$ cat src/rtl/axi_stream_mux_arb_pkg.sv
// axi_stream_mux_arb_pkg: shared types, sizes and the wrap-around index helper for the mux arbiter
package axi_stream_mux_arb_pkg;
  localparam int N_INPUTS   = 7;
  localparam int ADDR_WIDTH = 3;
  typedef enum logic [1:0] {IDLE, SETTLE, LOCKED, RELEASE} arb_state_t;
  function automatic logic [ADDR_WIDTH-1:0] rr_wrap(input logic [ADDR_WIDTH-1:0] base,
                                                    input logic [ADDR_WIDTH:0] off);
    logic [ADDR_WIDTH:0] s;
    s = {1'b0, base} + off;
    return (s >= (ADDR_WIDTH+1)'(N_INPUTS)) ? ADDR_WIDTH'(s - (ADDR_WIDTH+1)'(N_INPUTS))
                                            : s[ADDR_WIDTH-1:0];
  endfunction
endpackage

$ cat src/rtl/rr_next_picker.sv
// rr_next_picker: first requester strictly after last, wrapping 6->0
//   req   - request vector, bit i = source i
//   last  - previously granted source
//   next  - chosen source (valid when found)
//   found - at least one request present
module rr_next_picker
  import axi_stream_mux_arb_pkg::*;
(
  input  logic [N_INPUTS-1:0]   req,
  input  logic [ADDR_WIDTH-1:0] last,
  output logic [ADDR_WIDTH-1:0] next,
  output logic                  found
);
  logic [N_INPUTS-1:0]   rot;
  logic [ADDR_WIDTH-1:0] off;
  always_comb begin
    rot = '0;
    for (int i = 0; i < N_INPUTS; i++) rot[i] = req[rr_wrap(last, (ADDR_WIDTH+1)'(i + 1))];
    off = '0;
    // scanning downwards leaves the lowest rotated offset, i.e. the nearest source after last
    for (int i = N_INPUTS - 1; i >= 0; i--) if (rot[i]) off = ADDR_WIDTH'(i);
    found = |rot;
    next  = rr_wrap(last, {1'b0, off} + 1'b1);
  end
endmodule

$ cat src/rtl/axi_stream_mux_7_arbiter.sv
// axi_stream_mux_7_arbiter: packet-aware round-robin select for the 7-way registered AXI-stream mux
//   clock, reset (async, active-low)
//   enable, channel_mask, in_valid      - arbitration request side
//   mon_valid, mon_ready, mon_tlast     - handshake observed on the mux output
//   timeout                             - stall cycles before forced release, 0 disables
//   address, grant_valid, timeout_pulse, packet_count - select and status
module axi_stream_mux_7_arbiter
  import axi_stream_mux_arb_pkg::*;
#(
  parameter int TIMEOUT_WIDTH = 16,
  parameter int SETTLE_CYCLES = 2
) (
  input  logic                     clock,
  input  logic                     reset,
  input  logic                     enable,
  input  logic [N_INPUTS-1:0]      channel_mask,
  input  logic [N_INPUTS-1:0]      in_valid,
  input  logic                     mon_valid,
  input  logic                     mon_ready,
  input  logic                     mon_tlast,
  input  logic [TIMEOUT_WIDTH-1:0] timeout,
  output logic [ADDR_WIDTH-1:0]    address,
  output logic                     grant_valid,
  output logic                     timeout_pulse,
  output logic [31:0]              packet_count
);
  localparam int SW = (SETTLE_CYCLES > 1) ? $clog2(SETTLE_CYCLES) : 1;
  arb_state_t               state_q, state_d;
  logic [ADDR_WIDTH-1:0]    address_q, address_d, last_grant_q, last_grant_d, pick;
  logic                     grant_valid_q, grant_valid_d, timeout_pulse_q, timeout_pulse_d, found;
  logic [31:0]              packet_count_q, packet_count_d;
  logic [SW-1:0]            settle_cnt_q, settle_cnt_d;
  logic [TIMEOUT_WIDTH-1:0] stall_cnt_q, stall_cnt_d, stall_inc;
  logic                     hs, hs_last, settle_done, start, to_hit, locked;
  rr_next_picker u_pick (
    .req   (in_valid & channel_mask),
    .last  (last_grant_q),
    .next  (pick),
    .found (found)
  );
  assign hs          = mon_valid & mon_ready;
  assign hs_last     = hs & mon_tlast;
  assign locked      = state_q == LOCKED;
  assign start       = state_q == IDLE && enable && found;
  assign settle_done = settle_cnt_q == SW'(SETTLE_CYCLES - 1);
  assign stall_inc   = (&stall_cnt_q) ? stall_cnt_q : stall_cnt_q + 1'b1;
  // a stall cycle that brings the counter up to the limit forces release; any handshake is progress
  assign to_hit      = locked && !hs && timeout != '0 && stall_inc >= timeout;
  always_ff @(posedge clock or negedge reset) begin
    if (!reset) begin
      state_q         <= IDLE;
      address_q       <= '0;
      last_grant_q    <= ADDR_WIDTH'(N_INPUTS - 1);
      grant_valid_q   <= 1'b0;
      timeout_pulse_q <= 1'b0;
      packet_count_q  <= '0;
      settle_cnt_q    <= '0;
      stall_cnt_q     <= '0;
    end else begin
      state_q         <= state_d;
      address_q       <= address_d;
      last_grant_q    <= last_grant_d;
      grant_valid_q   <= grant_valid_d;
      timeout_pulse_q <= timeout_pulse_d;
      packet_count_q  <= packet_count_d;
      settle_cnt_q    <= settle_cnt_d;
      stall_cnt_q     <= stall_cnt_d;
    end
  end
  always_comb begin
    state_d = state_q;
    unique case (state_q)
      IDLE:    state_d = start ? SETTLE : IDLE;
      SETTLE:  state_d = settle_done ? LOCKED : SETTLE;
      LOCKED:  state_d = (hs_last || to_hit) ? RELEASE : LOCKED;
      RELEASE: state_d = IDLE;
      default: state_d = IDLE;
    endcase
  end
  always_comb begin
    address_d       = start ? pick : address_q;
    last_grant_d    = state_q == RELEASE ? address_q : last_grant_q;
    settle_cnt_d    = state_q == SETTLE ? settle_cnt_q + 1'b1 : '0;
    stall_cnt_d     = locked ? (hs ? '0 : stall_inc) : '0;
    // grant drops on the releasing edge so it is already low throughout RELEASE
    grant_valid_d   = state_q == SETTLE ? settle_done : locked && !(hs_last || to_hit);
    timeout_pulse_d = to_hit;
    // tlast beats during SETTLE still belong to a finished packet and are counted
    packet_count_d  = packet_count_q + {31'b0, (state_q == SETTLE || locked) && hs_last};
  end
  always_comb begin
    address       = address_q;
    grant_valid   = grant_valid_q;
    timeout_pulse = timeout_pulse_q;
    packet_count  = packet_count_q;
  end
endmodule

$ cat config.mk
export PLATFORM = sky130hd
export DESIGN_NAME = axi_stream_mux_7_arbiter
export DESIGN_NICKNAME = d
export VERILOG_FILES = /design/src/rtl/axi_stream_mux_arb_pkg.sv /design/src/rtl/rr_next_picker.sv /design/src/rtl/axi_stream_mux_7_arbiter.sv
export SDC_FILE = /design/constraint.sdc
export NUM_CORES = 1
export LEC_CHECK = 0
export ABC_AREA = 1
export CAP_MARGIN = 30
export CORE_AREA = 2 2 99 173
export CTS_CLUSTER_DIAMETER = 50
export CTS_CLUSTER_SIZE = 12
export DETAILED_ROUTE_END_ITERATION = 16
export DIE_AREA = 0 0 101 175
export PLACE_DENSITY = 0.54
export SYNTH_ARGS = -nofsm -noshare
export SYNTH_HDL_FRONTEND = slang
export SYNTH_SLANG_ARGS = --single-unit
$ cat constraint.sdc
create_clock -name clock -period 4.66 [get_ports clock]
set_input_delay 0.932 -clock clock [delete_from_list [all_inputs] [get_ports clock]]
set_output_delay 0.932 -clock clock [all_outputs]
set_load 0.05 [all_outputs]
# Word-level counts from Yosys, hierarchy flattened
# Index checks and enable logic that the tools add are counted.
# totals
ff_bits	59
output_inout_bits	37
elab_cells	103
# classes
add_sub_neg	20
n_lt_le_gt_ge	16
eq_ne	3
mux	38
n_bitwise	3
n_reduce_logical	15
# ops
op	n
16-bit 2-to-1 mux	3
3-bit 2-to-1 mux	15
32-bit by 1-bit adder with 32-bit output	1
4-bit by 3-bit >= comparator with 1-bit output, second input constant	8
3-bit by 4-bit < comparator with 1-bit output, second input constant	7
3-bit subtractor, second input constant	8
1-bit binary-select mux with 3-bit select	7
16-bit by 1-bit adder with 16-bit output, second input constant	1
3-bit by 3-bit adder with 4-bit output, second input constant	4
16-bit >= comparator	1
16-bit AND reduction	1
16-bit nonzero test	1
1-bit 2-to-1 mux	11
3-bit by 1-bit adder with 4-bit output, second input constant	2
3-bit by 2-bit adder with 4-bit output, second input constant	2
2-bit case mux with 4 select lines	1
7-bit AND	1
1-bit logical AND	7
7-bit OR reduction	1
3-bit by 4-bit adder with 4-bit output	1
2-bit == test, second input constant	2
1-bit AND	2
2-bit by 1-bit == test with 1-bit output, second input constant	1
1-bit zero test	2
4 further kinds	5

# Logic depth before layout (Yosys ltp)
# logic_depth
depth_word	16
mapped_depth	26
ltp_nobuf	26

# Hierarchy
# From an unflattened synthesis, not the netlist that was laid out.
# unflattened
cells_unflattened	673
area_unflattened_um2	4812.1
# modules_own_cells
mod	n_inst	cells_each	area_per_inst_um2
axi_stream_mux_7_arbiter	1	415	3499.6
rr_next_picker	1	258	1312.5

# Worst setup path after synthesis
# No wires, ideal clock.
# synth_path
path_type	register to register
from	reg last_grant_q[1]
to	reg address_q[0] (netlist: address[0])
setup_time_ns	0.119
arrival_ns	3.340
required_ns	4.541
setup_slack_ns	1.201
path_stages_with_launch	25
n_path_buf	0
period_less_slack_ns	3.459
path_cell_list	dfstp_2 > ha_1 > inv_1 > ha_1 > inv_1 > nand2_1 > nand3_4 > nand2_2 > nand2_1 > nand2_1 > nand3_1 > nand3_1 > nand2_1 > nor2_2 > nand3_1 > nand2_1 > nand3_1 > fa_1 > inv_1 > ha_1 > nand2_1 > nand2_1 > xor2_1 > nand3_1 > nand2_1
# synth_via
elab_chain_len	16
word_cells_on_any_way	56
cone_classes	add/sub (17); order compare (8); mux (29); reduce/logical (2)
# synth_rtl
item	line_no	source
start: declaration	axi_stream_mux_7_arbiter.sv:29	logic [ADDR_WIDTH-1:0] address_q, address_d, last_grant_q, last_grant_d, pick;
start signal: assignment	axi_stream_mux_7_arbiter.sv:53	last_grant_q <= ADDR_WIDTH'(N_INPUTS - 1);
start signal: assignment	axi_stream_mux_7_arbiter.sv:62	last_grant_q <= last_grant_d;
3-bit by 3-bit adder with 4-bit output	axi_stream_mux_arb_pkg.sv:9	s = {1'b0, base} + off;
4-bit by 3-bit >= comparator with 1-bit output / 3-bit subtractor (equally long branches)	axi_stream_mux_arb_pkg.sv:10	return (s >= (ADDR_WIDTH+1)'(N_INPUTS)) ? ADDR_WIDTH'(s - (ADDR_WIDTH+1)'(N_INPUTS))
3-bit 2-to-1 mux	axi_stream_mux_arb_pkg.sv:10	
1-bit binary-select mux with 3-bit select	rr_next_picker.sv:18	for (int i = 0; i < N_INPUTS; i++) rot[i] = req[rr_wrap(last, (ADDR_WIDTH+1)'(i + 1))];
1-bit 2-to-1 mux (not written as such)	rr_next_picker.sv:18	
3-bit 2-to-1 mux (7 in a row)	rr_next_picker.sv:21	for (int i = N_INPUTS - 1; i >= 0; i--) if (rot[i]) off = ADDR_WIDTH'(i);
3-bit by 1-bit adder with 4-bit output	rr_next_picker.sv:23	next = rr_wrap(last, {1'b0, off} + 1'b1);
3-bit by 4-bit adder with 4-bit output	axi_stream_mux_arb_pkg.sv:9	
4-bit by 3-bit >= comparator with 1-bit output	axi_stream_mux_arb_pkg.sv:10	
3-bit 2-to-1 mux	axi_stream_mux_arb_pkg.sv:10	
end signal: assignment	axi_stream_mux_7_arbiter.sv:61	address_q <= address_d;
end: declaration	axi_stream_mux_7_arbiter.sv:29	
# Parallel ways exist; a longest one is shown, timed or not. The select of a mux whose other input is x is not followed.
# A chain may end at the register's enable or synchronous reset.

# Worst setup path in the final report
# layout_path
from	reg last_grant_q[2]
to	reg address_q[0] (netlist: address[0])
# Same word-level chain as after synthesis.

==> flow_summary.yaml <==
power:
  netSwitchingFraction_pct: 46.9
  internal_power_mw: 1.59
  power_density_mw_per_mm2: 492
  ir_drop_v: 0.000235
  p_comb_share_pct: 57.2
  p_leak_nw: 3.20
  totalPowerFinal_mw: 2.98
  p_switching_mw: 1.40
  p_clk_share_pct: 21.9
  power_frac_seq_pct: 20.8
detailed_routing:
  vias_per_cell: 4.75
  vias: 4501
  drt_iter0_drc: 168
  wl_per_cell_um: 13.7
  drt_wl_total_mm: 13.0
  drc_errors: 0
  ant_nets: 0
  first_pass_iters: 4
sta:
  fin_tns_setup_ns: 0
  drv_slew: 0
  skew_ns: 0.00683
  layout_min_cycle_time_ns: 3.89
  finalHoldViolCount: 0
  post-route-period-util_pct: 83.5
  worst_pin_slew_ns: 0.629
  setup-violations-final: 0
  rsz0062_at_grt: "no"
  relSlewSlack_pct: 58.0
  max_freq_mhz: 257
floorplan:
  start_util_pct: 29.7
  rows: 62
  die_w_um: 101
  ios: 73
  die_h_um: 175
  dieArea_mm2: 0.0177
  core_area_mm2: 0.0163
yosys:
  synth_area_mm2: 0.00483
  synth.distinct_cells: 40
  synth_edf_count: 0
  synth_nets: 745
  async_reset_ff_share_pct: 100
  ys_dominant_reg_cell: "dfrtp_1"
  avgSynthCellArea_um2: 7.24
  ys_seq_elements: 59
  ys_seq_area_share_pct: 30.6
  synth_warnings: 0
  synth_cells: 668
clock_network:
  clk_latency_ns: 0.33
  htreeDepth: 3
  cts.clk_slew.worst_paths_ns: 0.05
  hold_buffers: 0
  cts_root_buffer: "clkbuf_16"
  cts_tree: "done"
  clock-sinks: 59
  clk_path_buf_depth: 2
  cts_buffers: 9
  cts_resized: 0
  cts_setup_buffers: 0
critical_path:
  critPathMaxStageDelay_ns: 0.63
  critical_path.cell_chain: "inv_2, ha_1, inv_1, nand2_1, nand3_4, o21ai_1, o21ai_1, nand3_1, nand2_1, nor2_2, nand3_1, nand2_1, nand3_1, fa_1, inv_1, ha_1, nand2_1, nand2_1, xor2_1, nand3_1, nand2_1"
  crit_top_cell: "nand2_1"
  r2r_slack_ns: 0.77
  worstSetupPathType: "reg2reg"
  worstPathMaxFanout: 14
  worstPathArrival_ns: 4.11
  critPathRequiredTime_ns: 4.88
  end_kind: "flip-flop"
  critPathBufInv: 3
  cp_top_family: "simple AND/OR/NAND/NOR gates"
  worst_path_max_delay_cell: "dfstp_2"
  cp-start-kind: "flip-flop"
global_routing:
  antenna_found_initial: 0
  grt_max_degree: 40
  grt_pass1_vias: 4603
  overflow: 0
  grt_usage_pct: 15.5
  grt_pass1_wl_mm: 21.6
finish:
  final_cell_mix: "nand2_1 (193), inv_1 (96), nand3_1 (73)"
  num-fill-cells: 1764
  drive_above_1_share_pct: 9.01
  final_common_cell: "nand2_1"
  layout.nets: 827
  n_antenna_cell: 0
  area_growth_pct: 25.6
placed_design:
  port_buffers: 72
  place_congestion: 0.937
  hpwl_mm: 10.7
hold_path:
  hp-class: "reg2reg"
run_status:
  status: "complete, no violations"
run:
  drv_cap: 0
## worst register-to-register path, delay by kind of cell (launching register included)
kind,cells,cell delay (ns)
XOR/XNOR,1,0.16
AO/OA/AOI/OAI,2,0.38
adder cells (fa/ha/maj),3,1.12
buffers and inverters,3,0.29
AND/OR/NAND/NOR,12,1.20
flip-flops,1,0.63
## synth_stat cells (2+ instances only)
master | instances | area, um2
xor2_1 | 25 | 219
nand4_1 | 15 | 93.8
o21ai_1 | 5 | 25.0
a31oi_1 | 3 | 18.8
nor2_2 | 5 | 31.3
ha_1 | 39 | 488
dfstp_2 | 2 | 52.6
nand3b_1 | 3 | 22.5
xnor2_1 | 16 | 140
nor4_1 | 3 | 18.8
nand2_2 | 13 | 81.3
buf_6 | 2 | 22.5
a21oi_2 | 2 | 17.5
o21ai_0 | 16 | 80.1
inv_2 | 7 | 26.3
nand2_1 | 193 | 724
nor2_1 | 35 | 131
a21oi_1 | 20 | 100
or2_2 | 2 | 12.5
inv_1 | 96 | 360
nand3_1 | 73 | 365
nand3_2 | 7 | 70.1
dfrtp_1 | 57 | 1430
nand3_4 | 3 | 52.6
nor2_4 | 2 | 22.5
fa_1 | 2 | 40.0
clkbuf_1 | 2 | 7.51
nor3_1 | 8 | 40.0
## path summary, 6_finish.rpt
path	end	cells after the start	startpoint
setup / recovery	address[0]	21	last_grant_q[2]
hold / removal	settle_cnt_q	1	settle_cnt_q
setup reg to reg	address[0]	21	last_grant_q[2]
hold reg to reg	settle_cnt_q	1	settle_cnt_q
max in group asynchronous	last_grant_q[1]	2	reset
min in group asynchronous	packet_count[22]	1	reset
## cell families after synthesis
group / share of synthesized area [%]
buffers and inverters: 8.93
AND/OR/NAND/NOR: 36.3
flip-flops: 30.6
XOR/XNOR: 7.43
adder cells (fa/ha/maj): 10.9
AO/OA/AOI/OAI: 5.82
## area by class of cell
class / count / area, um2 / share of cell area (%)
clock buffers: 11 / 243 / 4.00
clock inverters: 5 / 52.6 / 0.866
inverters: 103 / 387 / 6.37
multi-input cells: 501 / 2920 / 48.2
flip-flops and latches: 59 / 1480 / 24.4
well taps: 192 / 240 / 3.96
repair buffers: 76 / 746 / 12.3
## power groups by stage
stage                     combinational, mW  sequential [mW]  clock (mW)
after floorplan                        1.19            0.716           0
after global placement                 1.71            0.632           0
after detailed placement               1.70            0.632           0
after CTS                              1.71            0.623       0.677
after global routing                   1.93            0.628       0.697
final                                  1.71            0.621       0.655
## metal layers
metal / share of wire, % / GRT usage [%]
met1: 35 / 14.9
met2: 59 / 31.3
met3: 3.2 / 2.24
met4: 2.8 / 6.36
met5: 0 / 0
## flip-flops by register name, indices dropped and copies added (netlist names), named ones only
name           cells
address            3
last_grant_q       3
settle_cnt_q       1
state_q            1
stall_cnt_q       16
packet_count      32
timeout_pulse      1
grant_valid        1
## through the flow
| stage | instance area, um2 | cells | hold slack (ns) | worst slack, ns | utilization, % |
|---|---|---|---|---|---|
| 6_report | 6070 | 947 | 0.436 | 0.770 | 37.3 |
| 5_1_grt | 6070 | 947 | 0.452 | 0.409 | 37.3 |
| 4_1_cts | 6070 | 947 | 0.436 | 0.757 | 37.3 |
| 3_5_place_dp | 5770 | 931 | 0.429 | 0.778 | 35.4 |
| 3_3_place_gp | 5770 | 931 | 0.426 | 0.766 | 35.4 |
| 2_1_floorplan | 4830 | 668 | 0.413 | 1.20 | - |
Note: power is estimated with default switching activity, not from simulation.
